### config.mk
export PLATFORM = sky130hd
export DESIGN_NAME = drawline_arbiter
export DESIGN_NICKNAME = d
export VERILOG_FILES = /design/src/rtl/drawline_arbiter.sv
export SDC_FILE = /design/constraint.sdc
export NUM_CORES = 1
export LEC_CHECK = 0
export CORE_UTILIZATION = 40
export DETAILED_ROUTE_END_ITERATION = 16
export PLACE_DENSITY_LB_ADDON = 0.2
export SYNTH_ARGS = -nofsm -noshare
export SYNTH_HDL_FRONTEND = slang
export SYNTH_SLANG_ARGS = --single-unit
### constraint.sdc
create_clock -name clk -period 4.14 [get_ports clk]
set_input_delay 0.828 -clock clk [delete_from_list [all_inputs] [get_ports clk]]
set_output_delay 0.828 -clock clk [all_outputs]
set_load 0.1 [all_outputs]
### src/rtl/drawline_arbiter.sv
`default_nettype none
// ============================================================================
// Module   : drawline_arbiter
// Purpose  : Round-robin arbiter that shares one drawline engine between
//            NREQ line-command requesters. Define DRAWARB_FIXED_PRIO_EN for
//            fixed lowest-index-wins priority instead of round-robin.
// Revision : 1.0 - initial release
// ============================================================================
module drawline_arbiter #(
  parameter  int NREQ = 4,
  localparam int IDW  = $clog2(NREQ)
) (
  input  logic              clk,
  input  logic              rst,
  input  logic [NREQ-1:0]   req_start,
  input  logic [NREQ*8-1:0] req_x0,
  input  logic [NREQ*7-1:0] req_y0,
  input  logic [NREQ*8-1:0] req_x1,
  input  logic [NREQ*7-1:0] req_y1,
  input  logic [NREQ*3-1:0] req_colour,
  output logic [NREQ-1:0]   req_done,
  output logic              dl_start,
  output logic [7:0]        dl_x0,
  output logic [6:0]        dl_y0,
  output logic [7:0]        dl_x1,
  output logic [6:0]        dl_y1,
  output logic [2:0]        dl_colour,
  input  logic              dl_done,
  output logic [IDW-1:0]    grant_id,
  output logic              busy
);

  typedef enum logic [1:0] {
    IDLE  = 2'd0,
    RUN   = 2'd1,
    DRAIN = 2'd2,
    ACK   = 2'd3
  } state_t;

  state_t          r_state, w_state_nxt;
  logic [IDW-1:0]  r_grant_id, w_grant_id_nxt;
  logic [NREQ-1:0] r_req_done, w_req_done_nxt;
  logic            r_dl_start, w_dl_start_nxt;
  logic [7:0]      r_dl_x0, r_dl_x1, w_dl_x0_nxt, w_dl_x1_nxt;
  logic [6:0]      r_dl_y0, r_dl_y1, w_dl_y0_nxt, w_dl_y1_nxt;
  logic [2:0]      r_dl_colour, w_dl_colour_nxt;
  logic            r_busy, w_busy_nxt;
  logic [IDW-1:0]  w_base, w_sel, w_cand;
  logic            w_found;

`ifdef DRAWARB_FIXED_PRIO_EN
  assign w_base = '0;
`else
  logic [IDW-1:0] r_rr_ptr, w_rr_ptr_nxt;

  assign w_base = r_rr_ptr;

  // Pointer moves past the requester just served so it goes to the back of the line.
  always_comb begin
    w_rr_ptr_nxt = r_rr_ptr;
    if (r_state == ACK && !req_start[r_grant_id]) begin
      w_rr_ptr_nxt = (r_grant_id == IDW'(NREQ - 1)) ? '0 : r_grant_id + 1'b1;
    end
  end

  always_ff @(posedge clk) begin
    if (rst) begin
      r_rr_ptr <= '0;
    end else begin
      r_rr_ptr <= w_rr_ptr_nxt;
    end
  end
`endif

  // First active requester at or after w_base, wrapping modulo NREQ.
  always_comb begin
    w_found = 1'b0;
    w_sel   = '0;
    w_cand  = '0;
    for (int k = 0; k < NREQ; k++) begin
      w_cand = IDW'((int'(w_base) + k) % NREQ);
      if (!w_found && req_start[w_cand]) begin
        w_found = 1'b1;
        w_sel   = w_cand;
      end
    end
  end

  always_comb begin
    w_state_nxt     = r_state;
    w_grant_id_nxt  = r_grant_id;
    w_req_done_nxt  = r_req_done;
    w_dl_start_nxt  = r_dl_start;
    w_dl_x0_nxt     = r_dl_x0;
    w_dl_y0_nxt     = r_dl_y0;
    w_dl_x1_nxt     = r_dl_x1;
    w_dl_y1_nxt     = r_dl_y1;
    w_dl_colour_nxt = r_dl_colour;
    case (r_state)
      IDLE: begin
        // A done still high from the previous line must clear before a new start.
        if (w_found && !dl_done) begin
          w_state_nxt     = RUN;
          w_grant_id_nxt  = w_sel;
          w_dl_start_nxt  = 1'b1;
          w_dl_x0_nxt     = req_x0[w_sel*8 +: 8];
          w_dl_y0_nxt     = req_y0[w_sel*7 +: 7];
          w_dl_x1_nxt     = req_x1[w_sel*8 +: 8];
          w_dl_y1_nxt     = req_y1[w_sel*7 +: 7];
          w_dl_colour_nxt = req_colour[w_sel*3 +: 3];
        end
      end
      RUN: begin
        if (dl_done) begin
          w_dl_start_nxt = 1'b0;
          w_state_nxt    = DRAIN;
        end
      end
      DRAIN: begin
        if (!dl_done) begin
          w_req_done_nxt             = '0;
          w_req_done_nxt[r_grant_id] = 1'b1;
          w_state_nxt                = ACK;
        end
      end
      ACK: begin
        if (!req_start[r_grant_id]) begin
          w_req_done_nxt = '0;
          w_state_nxt    = IDLE;
        end
      end
      default: w_state_nxt = IDLE;
    endcase
    w_busy_nxt = (w_state_nxt != IDLE);
  end

  always_ff @(posedge clk) begin
    if (rst) begin
      r_state     <= IDLE;
      r_grant_id  <= '0;
      r_req_done  <= '0;
      r_dl_start  <= 1'b0;
      r_dl_x0     <= '0;
      r_dl_y0     <= '0;
      r_dl_x1     <= '0;
      r_dl_y1     <= '0;
      r_dl_colour <= '0;
      r_busy      <= 1'b0;
    end else begin
      r_state     <= w_state_nxt;
      r_grant_id  <= w_grant_id_nxt;
      r_req_done  <= w_req_done_nxt;
      r_dl_start  <= w_dl_start_nxt;
      r_dl_x0     <= w_dl_x0_nxt;
      r_dl_y0     <= w_dl_y0_nxt;
      r_dl_x1     <= w_dl_x1_nxt;
      r_dl_y1     <= w_dl_y1_nxt;
      r_dl_colour <= w_dl_colour_nxt;
      r_busy      <= w_busy_nxt;
    end
  end

  assign req_done  = r_req_done;
  assign dl_start  = r_dl_start;
  assign dl_x0     = r_dl_x0;
  assign dl_y0     = r_dl_y0;
  assign dl_x1     = r_dl_x1;
  assign dl_y1     = r_dl_y1;
  assign dl_colour = r_dl_colour;
  assign grant_id  = r_grant_id;
  assign busy      = r_busy;

endmodule
`default_nettype wire

==> results of run 1 <==
-- per-stage QoR --
stage	cells	worst slack [ns]	total power, mW	util (%)
3_3_place_gp	575	0.692	1.11	68.6
5_1_grt	583	0.773	1.46	69.9
6_report	583	0.875	1.40	69.9
4_1_cts	583	0.907	1.41	69.9
2_1_floorplan	319	1.75	0.885	-
3_5_place_dp	575	0.568	1.12	68.6
-- critical path, stage by stage --
cell	delay, ns
clkdlybuf4s50_1	0.63
a21boi_1	0.18
o221ai_4	0.77
buf_4	0.39
mux2_2	0.38
a22oi_1	0.19
nand3_1	0.09
-- final timing paths --
path	startpoint	end	slack, ns	cells after the start
min reg2reg	dl_start$_SDFFE_PP0P_	dl_start$_SDFFE_PP0P_	0.50	2
max reg2reg	r_rr_ptr[1]$_SDFFE_PP0P_	dl_y0[1]$_SDFFE_PP0P_	1.59	6
min	dl_start$_SDFFE_PP0P_	dl_start$_SDFFE_PP0P_	0.50	2
max	req_start[0]	dl_y0[1]$_SDFFE_PP0P_	0.88	7
-- power by group --
part | internal, mW | total [mW] | leakage (nW) | switching [mW]
Combinational | 0.243 | 0.619 | 1.54 | 0.376
Clock | 0.120 | 0.293 | 0.0481 | 0.173
Sequential | 0.468 | 0.490 | 0.370 | 0.0229
Total | 0.830 | 1.40 | 1.95 | 0.572
-- final cells by class --
type                       instances  share of cell area [%]
sequential                        45                    19.0
tap                               96                    2.53
timing repair buffer             189                    39.3
multi-input combinational        241                    37.0
clock buffer                       5                    1.45
inverter                           4                   0.316
clock inverter                     3                   0.474
-- cells by family (layout without fill, tap and decap cells) --
kind of cell | count (synthesis) | count (layout) | share of synthesized area, %
simple gates | 117 | 117 | 22.0
compound gates | 82 | 82 | 24.3
flops | 45 | 45 | 32.1
mux | 38 | 38 | 14.2
buf+inv | 33 | 201 | 5.58
fa+ha+maj | 4 | 4 | 1.78
-- metal layers --
metal / part of all wire (%) / GRT usage [%] / vias to the layer above
met5: 0 / 0 / -
met4: 2.8 / 10.2 / 0
met3: 8.0 / 8.28 / 27
met2: 50 / 43.9 / 145
met1: 39 / 28.4 / 1492
li1: - / - / 1562
-- flip-flops by register name (all words and copies together), names as in the netlist --
signal     count
dl_x0          8
dl_x1          8
dl_y0          7
dl_y1          7
req_done       4
dl_colour      3
grant_id       2
r_rr_ptr       2
r_state        2
busy           1
dl_start       1
-- layout by cell type, fill, tap and decap left out, types with 6 or more instances in the layout --
cell type / n
dfxtp_1: 45
nand2_1: 27
nor2_1: 26
nand4_1: 32
a22o_1: 15
mux2i_1: 32
a211o_1: 28
buf_4: 10
clkdlybuf4s50_1: 179
a22oi_1: 9
nand3_1: 15
a21oi_1: 6
a31oi_1: 12
==> metrics.yaml, run 1 <==
setup_path:
  critical_path_class: "in2reg"
  cp.required_ns: 4.34
  start_kind: "input pin"
  critical_path_arrival_ns: 3.46
  worstPathMaxFanout: 22
  cp-end-kind: "flip-flop"
job:
  cap_violations: 0
synthesis:
  syn_area_mm2: 0.00280
  synthFlopType: "dfxtp_1"
  synth_warnings: 0
  synth_commonest_cells: "dfxtp_1, mux2i_1, nand4_1"
  synth.most_common_cell: "dfxtp_1"
  async_reset_ff_share_pct: 0
  yosys_register_bits: 45
  synth_edf_count: 0
  synth_cell_type_count: 43
  syn_nets: 462
  synth_top_area_share_pct: 32.1
  syn_area_per_cell_um2: 8.79
  synth.area.top_cells: "dfxtp_1, mux2i_1, a211o_1"
  synth_top_cell_by_area: "dfxtp_1"
  ys_seq_area_share_pct: 32.1
  syn_inst: 319
finish:
  syn2layout_area_growth_pct: 69.5
  final_area_mm2: 0.00475
  seq_area_um2: 901
  drive_gt1_share_pct: 6.98
  nets: 629
  multi_input_area_mm2: 0.00176
  diodes: 0
  fillers: 557
power_and_ir_drop:
  powerDensity_mw_per_mm2: 295
  p_leak_nw: 1.95
  ir_drop_uv: 190
hold_path:
  hold_class: "reg2reg"
sta:
  timing.final.crit_share_pct: 78.9
  worst_hold_slack_ns: 0.500
  rsz0062_at_grt: "no"
  finalClockSkew_ns: 0.00695
  period_needed_ns: 3.26
  finalSetupTns_ns: 0
  slew_viol_final: 0
  max_freq_mhz: 306
  max-slew-margin-rel_pct: 22.8
  hold_viol: 0
  setup_viol: 0
  tightest_slew_ns: 1.15
clock_tree:
  clk_latency_ns: 0.31
  cts_inserted_buffers: 5
  cts.clk_slew.worst_paths_ns: 0.10
  cts_tree: "done"
  root_buffer: "clkbuf_8"
  postCtsResizedCells: 0
  cts_buffer_depth: 2
  clkSinkCount: 45
  htree_num_levels: 2
  post_cts_buffers: 0
  postCtsHoldBufs: 0
route:
  wl_per_cell_um: 16.1
  wl_mm: 9.37
  first_pass_iters: 4
  vias: 3226
  drt_iter0_drc: 116
  ant_nets: 0
  vias_per_cell: 5.53
  drcViolationCount: 0
placed_design:
  dpl-instance-area_mm2: 0.00466
  gp_congestion: 0.858
  place_hpwl_mm: 7.08
  port_buffers: 179
global_routing:
  grt_pass1_wl_mm: 14.5
  grt_overflow: 0
  grt_max_degree: 38
  antenna_found_initial: 0
  grt_usage_pct: 25.2
  grt_pass1_vias: 3007
run_status:
  status: "finished, final reports clean"
floorplan:
  chipWidth_um: 85.7
  start_util_pct: 41.3
  core_area_mm2: 0.00679
  fp.dieArea_mm2: 0.00735
  die_h_um: 85.7
  core.rowCount: 30
  pin_count: 180
Power figures use the tool's default switching activity.
==> run 2: changes to the inputs <==
--- a/config.mk
+++ b/config.mk
@@ -5,7 +5,7 @@
 export SDC_FILE = /design/constraint.sdc
 export NUM_CORES = 1
 export LEC_CHECK = 0
-export CORE_UTILIZATION = 40
+export CORE_UTILIZATION = 33
 export DETAILED_ROUTE_END_ITERATION = 16
 export PLACE_DENSITY_LB_ADDON = 0.2
 export SYNTH_ARGS = -nofsm -noshare
==> constraint.sdc (replaced) <==
create_clock -name clk -period 2.7 [get_ports clk]
set_input_delay 0.54 -clock clk [delete_from_list [all_inputs] [get_ports clk]]
set_output_delay 0.54 -clock clk [all_outputs]
set_load 0.1 [all_outputs]
==> run 2 against run 1 <==
Net effect: clock skew up 0.0059 ns; clock power grew 110%; critical path depth increased by 1; first-iteration DRC count shrank 11%; global-route usage shrank 4.0 points; combinational power is 54% higher; cell area rose by 1.9%; worst hold slack gained 0.0014 ns; sequential share of layout area is 0.36 points lower; non-clock buffer count increased by 13; die area up 21%; core utilization decreased by 11 points; largest cell class unchanged; largest power group unchanged; highest routed layer unchanged.
==> metrics.yaml, run 2 (synthesis results as in run 1) <==
placed_design:
  port_buffers: 179  # unchanged
  dpl-instance-area_mm2: 0.00469  # +0.67%
  pre_cts_slack_ns: -0.384  # -0.952 ns
  gp_congestion: 0.844  # -1.6%
  place_hpwl_mm: 7.11  # +0.41%
power_and_ir_drop:
  p_leak_nw: 2.13  # +9.2%
  powerDensity_mw_per_mm2: 481  # +63%
  ir_drop_uv: 272  # +43%
  power.total_mw: 2.33  # +66%
hold_path:
  worstHoldStart: "dl_start$_SDFFE_PP0P_"
  hold_class: "reg2reg"
sta:
  period_needed_ns: 2.57
  postLayoutSetupSlackWorst_ns: 0.129  # -0.746 ns
  max-slew-margin-rel_pct: 58.4  # +36 points
  tightest_slew_ns: 0.608  # -0.546 ns
  worst_hold_slack_ns: 0.502  # +0.00137 ns
  timing.final.crit_share_pct: 95.2
  setup_viol: 0  # unchanged
  max_freq_mhz: 389
  finalClockSkew_ns: 0.0129  # +0.00590 ns
  hold_viol: 0  # unchanged
  slew_viol_final: 0  # unchanged
  rsz0062_at_grt: "no"
floorplan:
  core.rowCount: 33  # +10%
  pin_count: 180  # unchanged
  die_h_um: 94.2  # +9.9%
  fp.dieArea_mm2: 0.00887  # +21%
  core_area_mm2: 0.00822  # +21%
  start_util_pct: 34.1  # -7.1 points
  chipWidth_um: 94.2  # +9.9%
setup_path:
  slowest_delay_ns: 0.55  # -0.22 ns
  start_kind: "input pin"
  path_cells: "clkdlybuf4s50_1 -> or3b_1 -> o221ai_4 -> buf_4 -> buf_12 -> mux2_2 -> a22oi_1 -> nand3_1"
  r2r_start: "r_rr_ptr[1]$_SDFFE_PP0P_"
  worstPathMaxFanout: 34  # +55%
  critical_path_class: "in2reg"
  critical_path_arrival_ns: 2.76  # -0.70 ns
  slowest_stage: "clkdlybuf4s50_1"
  worstSetupStartpoint: "req_start[1]"
  cp-end-kind: "flip-flop"
  cp.required_ns: 2.89  # -1.45 ns
clock_tree:
  htree_num_levels: 2  # unchanged
  clkSinkCount: 45  # unchanged
  cts.clk_slew.worst_paths_ns: 0.09  # about the same
  cts_buffer_depth: 2  # unchanged
  root_buffer: "clkbuf_8"
  cts_tree: "done"
  cts_inserted_buffers: 5  # unchanged
  postCtsHoldBufs: 0  # unchanged
  clk_latency_ns: 0.31  # about the same
route:
  wl_mm: 9.64  # +2.8%
  vias_per_cell: 5.38  # -2.7%
  drcViolationCount: 0  # unchanged
  drt_iter0_drc: 103  # -11%
  wl_per_cell_um: 15.9  # -0.92%
  first_pass_iters: 4  # unchanged
  ant_nets: 0  # unchanged
  vias: 3257  # +0.96%
global_routing:
  grt_max_degree: 37  # -2.6%
  antenna_found_initial: 0  # unchanged
  grt_pass1_wl_mm: 14.8  # +2.0%
  grt_usage_pct: 21.1  # -4.0 points
  grt_overflow: 0  # unchanged
  grt_pass1_vias: 3028  # +0.70%
finish:
  final_area_mm2: 0.00484  # +1.9%
  nets: 642  # +2.1%
  layout_common_cells: "clkdlybuf4s50_1, buf_4, dfxtp_1"
  syn2layout_area_growth_pct: 72.7
  drive_gt1_share_pct: 17.8  # +11 points
  layout_commonest_cell: "clkdlybuf4s50_1"
  diodes: 0  # unchanged
run_status:
  status: "finished, final reports clean"
job:
  cap_violations: 0  # unchanged
-- run 2: cell type report --
| class | count | area [um^2] |
|---|---|---|
| fillers | 775 | 3370 |
| repair buffers | 202 | 1900 |
| multi-input cells | 241 | 1760 |
| flip-flops and latches | 45 | 901 |
| well taps | 105 | 131 |
| clock buffers | 5 | 68.8 |
| clock inverters | 3 | 65.1 |
| inverters | 4 | 15.0 |
-- run 2: through the flow --
stage	utilization (%)	std cells	setup TNS (ns)
finish	58.9	605	0
global route	58.9	605	0
CTS	58.9	605	0
detailed placement	57.1	595	-8.55
global placement	57.1	595	-6.59
floorplan	-	319	0
-- run 2: layer usage --
metal | global-route usage, % | wire length, um | up-vias
li1 | - | - | 1577
met1 | 25.6 | 4020 | 1538
met2 | 36.7 | 4660 | 133
met3 | 5.66 | 866 | 9
met4 | 5.13 | 91 | 0
met5 | 0 | 0 | -
-- run 2: worst paths after layout --
check | endpoint | slack, ns | cells after the start
setup reg to reg | dl_y1[5]$_SDFFE_PP0P_ | 0.57 | 7
hold / removal | dl_start$_SDFFE_PP0P_ | 0.50 | 2
hold reg to reg | dl_start$_SDFFE_PP0P_ | 0.50 | 2
setup / recovery | dl_y1[5]$_SDFFE_PP0P_ | 0.13 | 8
-- run 2: where the power goes --
group | internal, mW | total, mW | switching [mW]
Clock | 0.368 | 0.619 | 0.251
Sequential | 0.717 | 0.753 | 0.0360
Combinational | 0.373 | 0.956 | 0.583
Total | 1.46 | 2.33 | 0.870
-- run 2: critical path, delay by kind of cell --
family / cells / cell delay [ns]
buffers and inverters: 3 / 1.01
AND/OR/NAND/NOR: 2 / 0.57
multiplexers: 1 / 0.37
AO/OA/AOI/OAI: 2 / 0.27
-- run 2: timing repair --
item	CTS	global route
endpoints found under the setup margin	16	2
pin swaps	1	0
buffers inserted	2	0
hold endpoints to repair	0	0
gates resized for setup	0	1
==> run 3: changes to the inputs <==
--- a/config.mk
+++ b/config.mk
@@ -5,7 +5,9 @@
 export SDC_FILE = /design/constraint.sdc
 export NUM_CORES = 1
 export LEC_CHECK = 0
-export CORE_UTILIZATION = 33
+export CORE_ASPECT_RATIO = 0.6
+export CORE_UTILIZATION = 34
+export CTS_BUF_LIST = sky130_fd_sc_hd__clkbuf_2 sky130_fd_sc_hd__clkbuf_4 sky130_fd_sc_hd__clkbuf_8
 export DETAILED_ROUTE_END_ITERATION = 16
 export PLACE_DENSITY_LB_ADDON = 0.2
 export SYNTH_ARGS = -nofsm -noshare
==> run 3 against run 2 <==
Net effect: worst hold slack improved by 0.0017 ns; power fell by 7.1%; clock skew fell by 0.0048 ns; non-clock buffer count fell by 2; first-iteration DRC count rose by 87%; critical path depth fell by 1; clock-buffer cell count rose by 2; critical path type unchanged; largest cell class unchanged; largest power group unchanged; highest routed layer unchanged.
==> metrics.yaml, run 3 (synthesis results as in run 1) <==
power_and_ir_drop:
  combinationalPowerShare_pct: 44.7  # +3.6 points
  p_switching_mw: 0.857  # -1.6%
  p_leak_nw: 2.10  # -1.5%
  switching_share_pct: 39.6  # +2.2 points
  p_seq_share_pct: 34.8  # +2.5 points
  pwr-share-clk_pct: 20.6  # -6.0 points
  ir_drop_uv: 222  # -19%
  intPower_mw: 1.31  # -10%
  powerDensity_mw_per_mm2: 450  # -6.4%
sta:
  setup_viol: 0  # unchanged
  timing.final.crit_share_pct: 91.3  # -3.9 points
  postLayoutSetupSlackWorst_ns: 0.235  # +0.106 ns
  hold_viol: 0  # unchanged
  finalClockSkew_ns: 0.00805  # -0.00481 ns
  period_needed_ns: 2.47  # -0.106 ns
  max-slew-margin-rel_pct: 59.3  # +0.84 points
  tightest_slew_ns: 0.595  # -0.0123 ns
  slew_viol_final: 0  # unchanged
  max_freq_mhz: 406  # +4.3%
  rsz0062_at_grt: "no"
  finalSetupTns_ns: 0  # unchanged
  worst_hold_slack_ns: 0.503  # +0.00172 ns
finish:
  syn2layout_area_growth_pct: 71.5
  finalNonFillerCells: 605  # unchanged
  diodes: 0  # unchanged
  layout_commonest_cell: "clkdlybuf4s50_1"
  drive_gt1_share_pct: 17.1  # -0.70 points
  nets: 640  # -0.31%
  seq_area_um2: 901  # unchanged
  multi_input_area_mm2: 0.00176  # -0.14%
  final_util_pct: 60.5  # +1.6 points
  layout_common_cells: "clkdlybuf4s50_1, buf_4, dfxtp_1"
  fillers: 686  # -11%
setup_path:
  cp.required_ns: 2.94  # +0.05 ns
  cp-end-kind: "flip-flop"
  critical_path_arrival_ns: 2.70  # -0.06 ns
  slowest_stage: "clkdlybuf4s50_1"
  slowest_delay_ns: 0.63  # +0.08 ns
  worstPathBufferInverterCount: 2  # -1
  cp.depth: 7  # -1
  cp_top_family: "buffers and inverters"
  path_cells: "clkdlybuf4s50_1 -> nor2b_1 -> a221o_1 -> buf_4 -> and3_1 -> nand3_1 -> nand3_1"
  critical_path_class: "in2reg"
  crit_top_cell: "nand3_1"
  worstPathMaxFanout: 33  # -2.9%
  ff2ff_path_depth: 6  # -1
  start_kind: "input pin"
route:
  wl_mm: 10.1  # +4.9%
  drt_iter0_drc: 193  # +87%
  wl_per_cell_um: 16.7  # +4.9%
  drcViolationCount: 0  # unchanged
  first_pass_iters: 5  # +1
  vias_per_cell: 5.34  # -0.83%
  ant_nets: 0  # unchanged
  vias: 3230  # -0.83%
clock_tree:
  postCtsHoldBufs: 0  # unchanged
  clkSinkCount: 45  # unchanged
  postCtsResizedCells: 0  # unchanged
  clk_latency_ns: 0.29  # -0.02 ns
  cts_buffer_depth: 2  # unchanged
  cts_tree: "done"
  root_buffer: "clkbuf_8"
  cts_inserted_buffers: 5  # unchanged
  htree_num_levels: 2  # unchanged
  cts.clk_slew.worst_paths_ns: 0.09  # about the same
  post_cts_buffers: 0  # -2
global_routing:
  use_met2_pct: 36.3  # -0.41 points
  grt_usage_pct: 23.2  # +2.1 points
  busiest_layer: "met2"
  grt_pass1_wl_mm: 15.9  # +7.1%
  met1_usage_pct: 33.1  # +7.5 points
  grt_pass1_vias: 3051  # +0.76%
  antenna_found_initial: 0  # unchanged
  grt_max_degree: 34  # -8.1%
  grt_overflow: 0  # unchanged
  met3_usage_pct: 5.19  # -0.47 points
floorplan:
  core.rowCount: 25  # -24%
  start_util_pct: 35.3  # +1.2 points
  core_area_mm2: 0.00795  # -3.3%
  chipWidth_um: 119  # +27%
  pin_count: 180  # unchanged
  fp.dieArea_mm2: 0.00863  # -2.7%
  die_h_um: 72.3  # -23%
placed_design:
  place_hpwl_mm: 7.65  # +7.6%
  dp_cells: 598  # +0.50%
  port_buffers: 179  # unchanged
  pre_cts_slack_ns: -0.0381  # +0.346 ns
  gp_congestion: 0.873  # +3.4%
hold_path:
  hold_depth: 2  # unchanged
  hold_class: "reg2reg"
run_status:
  status: "finished, final reports clean"
job:
  cap_violations: 0  # unchanged
-- run 3: changes by cell type in the layout (fill, tap and decap cells not counted) --
cell             before  now
buf_12                3    5
buf_4                61   57
bufinv_16             2    0
clkbuf_4              0    1
clkbuf_8              5    6
clkdlybuf4s50_1     137  138
clkinv_2              1    0
dlymetal6s2s_1        1    0
nor2_1               25   26
nor2_2                1    0
-- run 3: cell type report --
cell class	instances	area share, %
clock buffers	7	1.87
inverters	4	0.312
multi-input cells	241	36.6
flip-flops and latches	45	18.7
well taps	108	2.81
repair buffers	200	39.7
-- run 3: worst reg2reg max path, cell delays in order (launching register included) --
cell     delay (ns)
dfxtp_1        0.40
or3_4          0.43
nor3_4         0.14
buf_4          0.34
and3_1         0.43
nand3_1        0.14
nand3_1        0.09
-- run 3: stage by stage --
step	area [um^2]	power [mW]
detailed placement	4720	1.73
CTS	4810	2.18
finish	4810	2.16
floorplan	2800	1.36
global placement	4720	1.72
global route	4810	2.26
-- run 3: metal layers --
metal  vias up  share of wire [%]
met3         2                7.6
met2       129                 45
li1       1577                  -
met1      1522                 48
met4         0               0.29
met5         -                  0
-- run 3: final timing paths --
kind                            to                  start  slack, ns
max          dl_x1[4]$_SDFFE_PP0P_           req_start[2]       0.23
min          dl_start$_SDFFE_PP0P_  dl_start$_SDFFE_PP0P_       0.50
max reg2reg  dl_x1[4]$_SDFFE_PP0P_  r_state[0]$_SDFF_PP0_       0.69
min reg2reg  dl_start$_SDFFE_PP0P_  dl_start$_SDFFE_PP0P_       0.50
-- run 3: power groups by stage --
stage	clock network (mW)	registers (mW)	logic, mW
2_1_floorplan	0	1.13	0.229
3_3_place_gp	0	0.765	0.958
3_5_place_dp	0	0.766	0.965
4_1_cts	0.462	0.752	0.968
5_1_grt	0.488	0.758	1.01
6_report	0.445	0.752	0.966
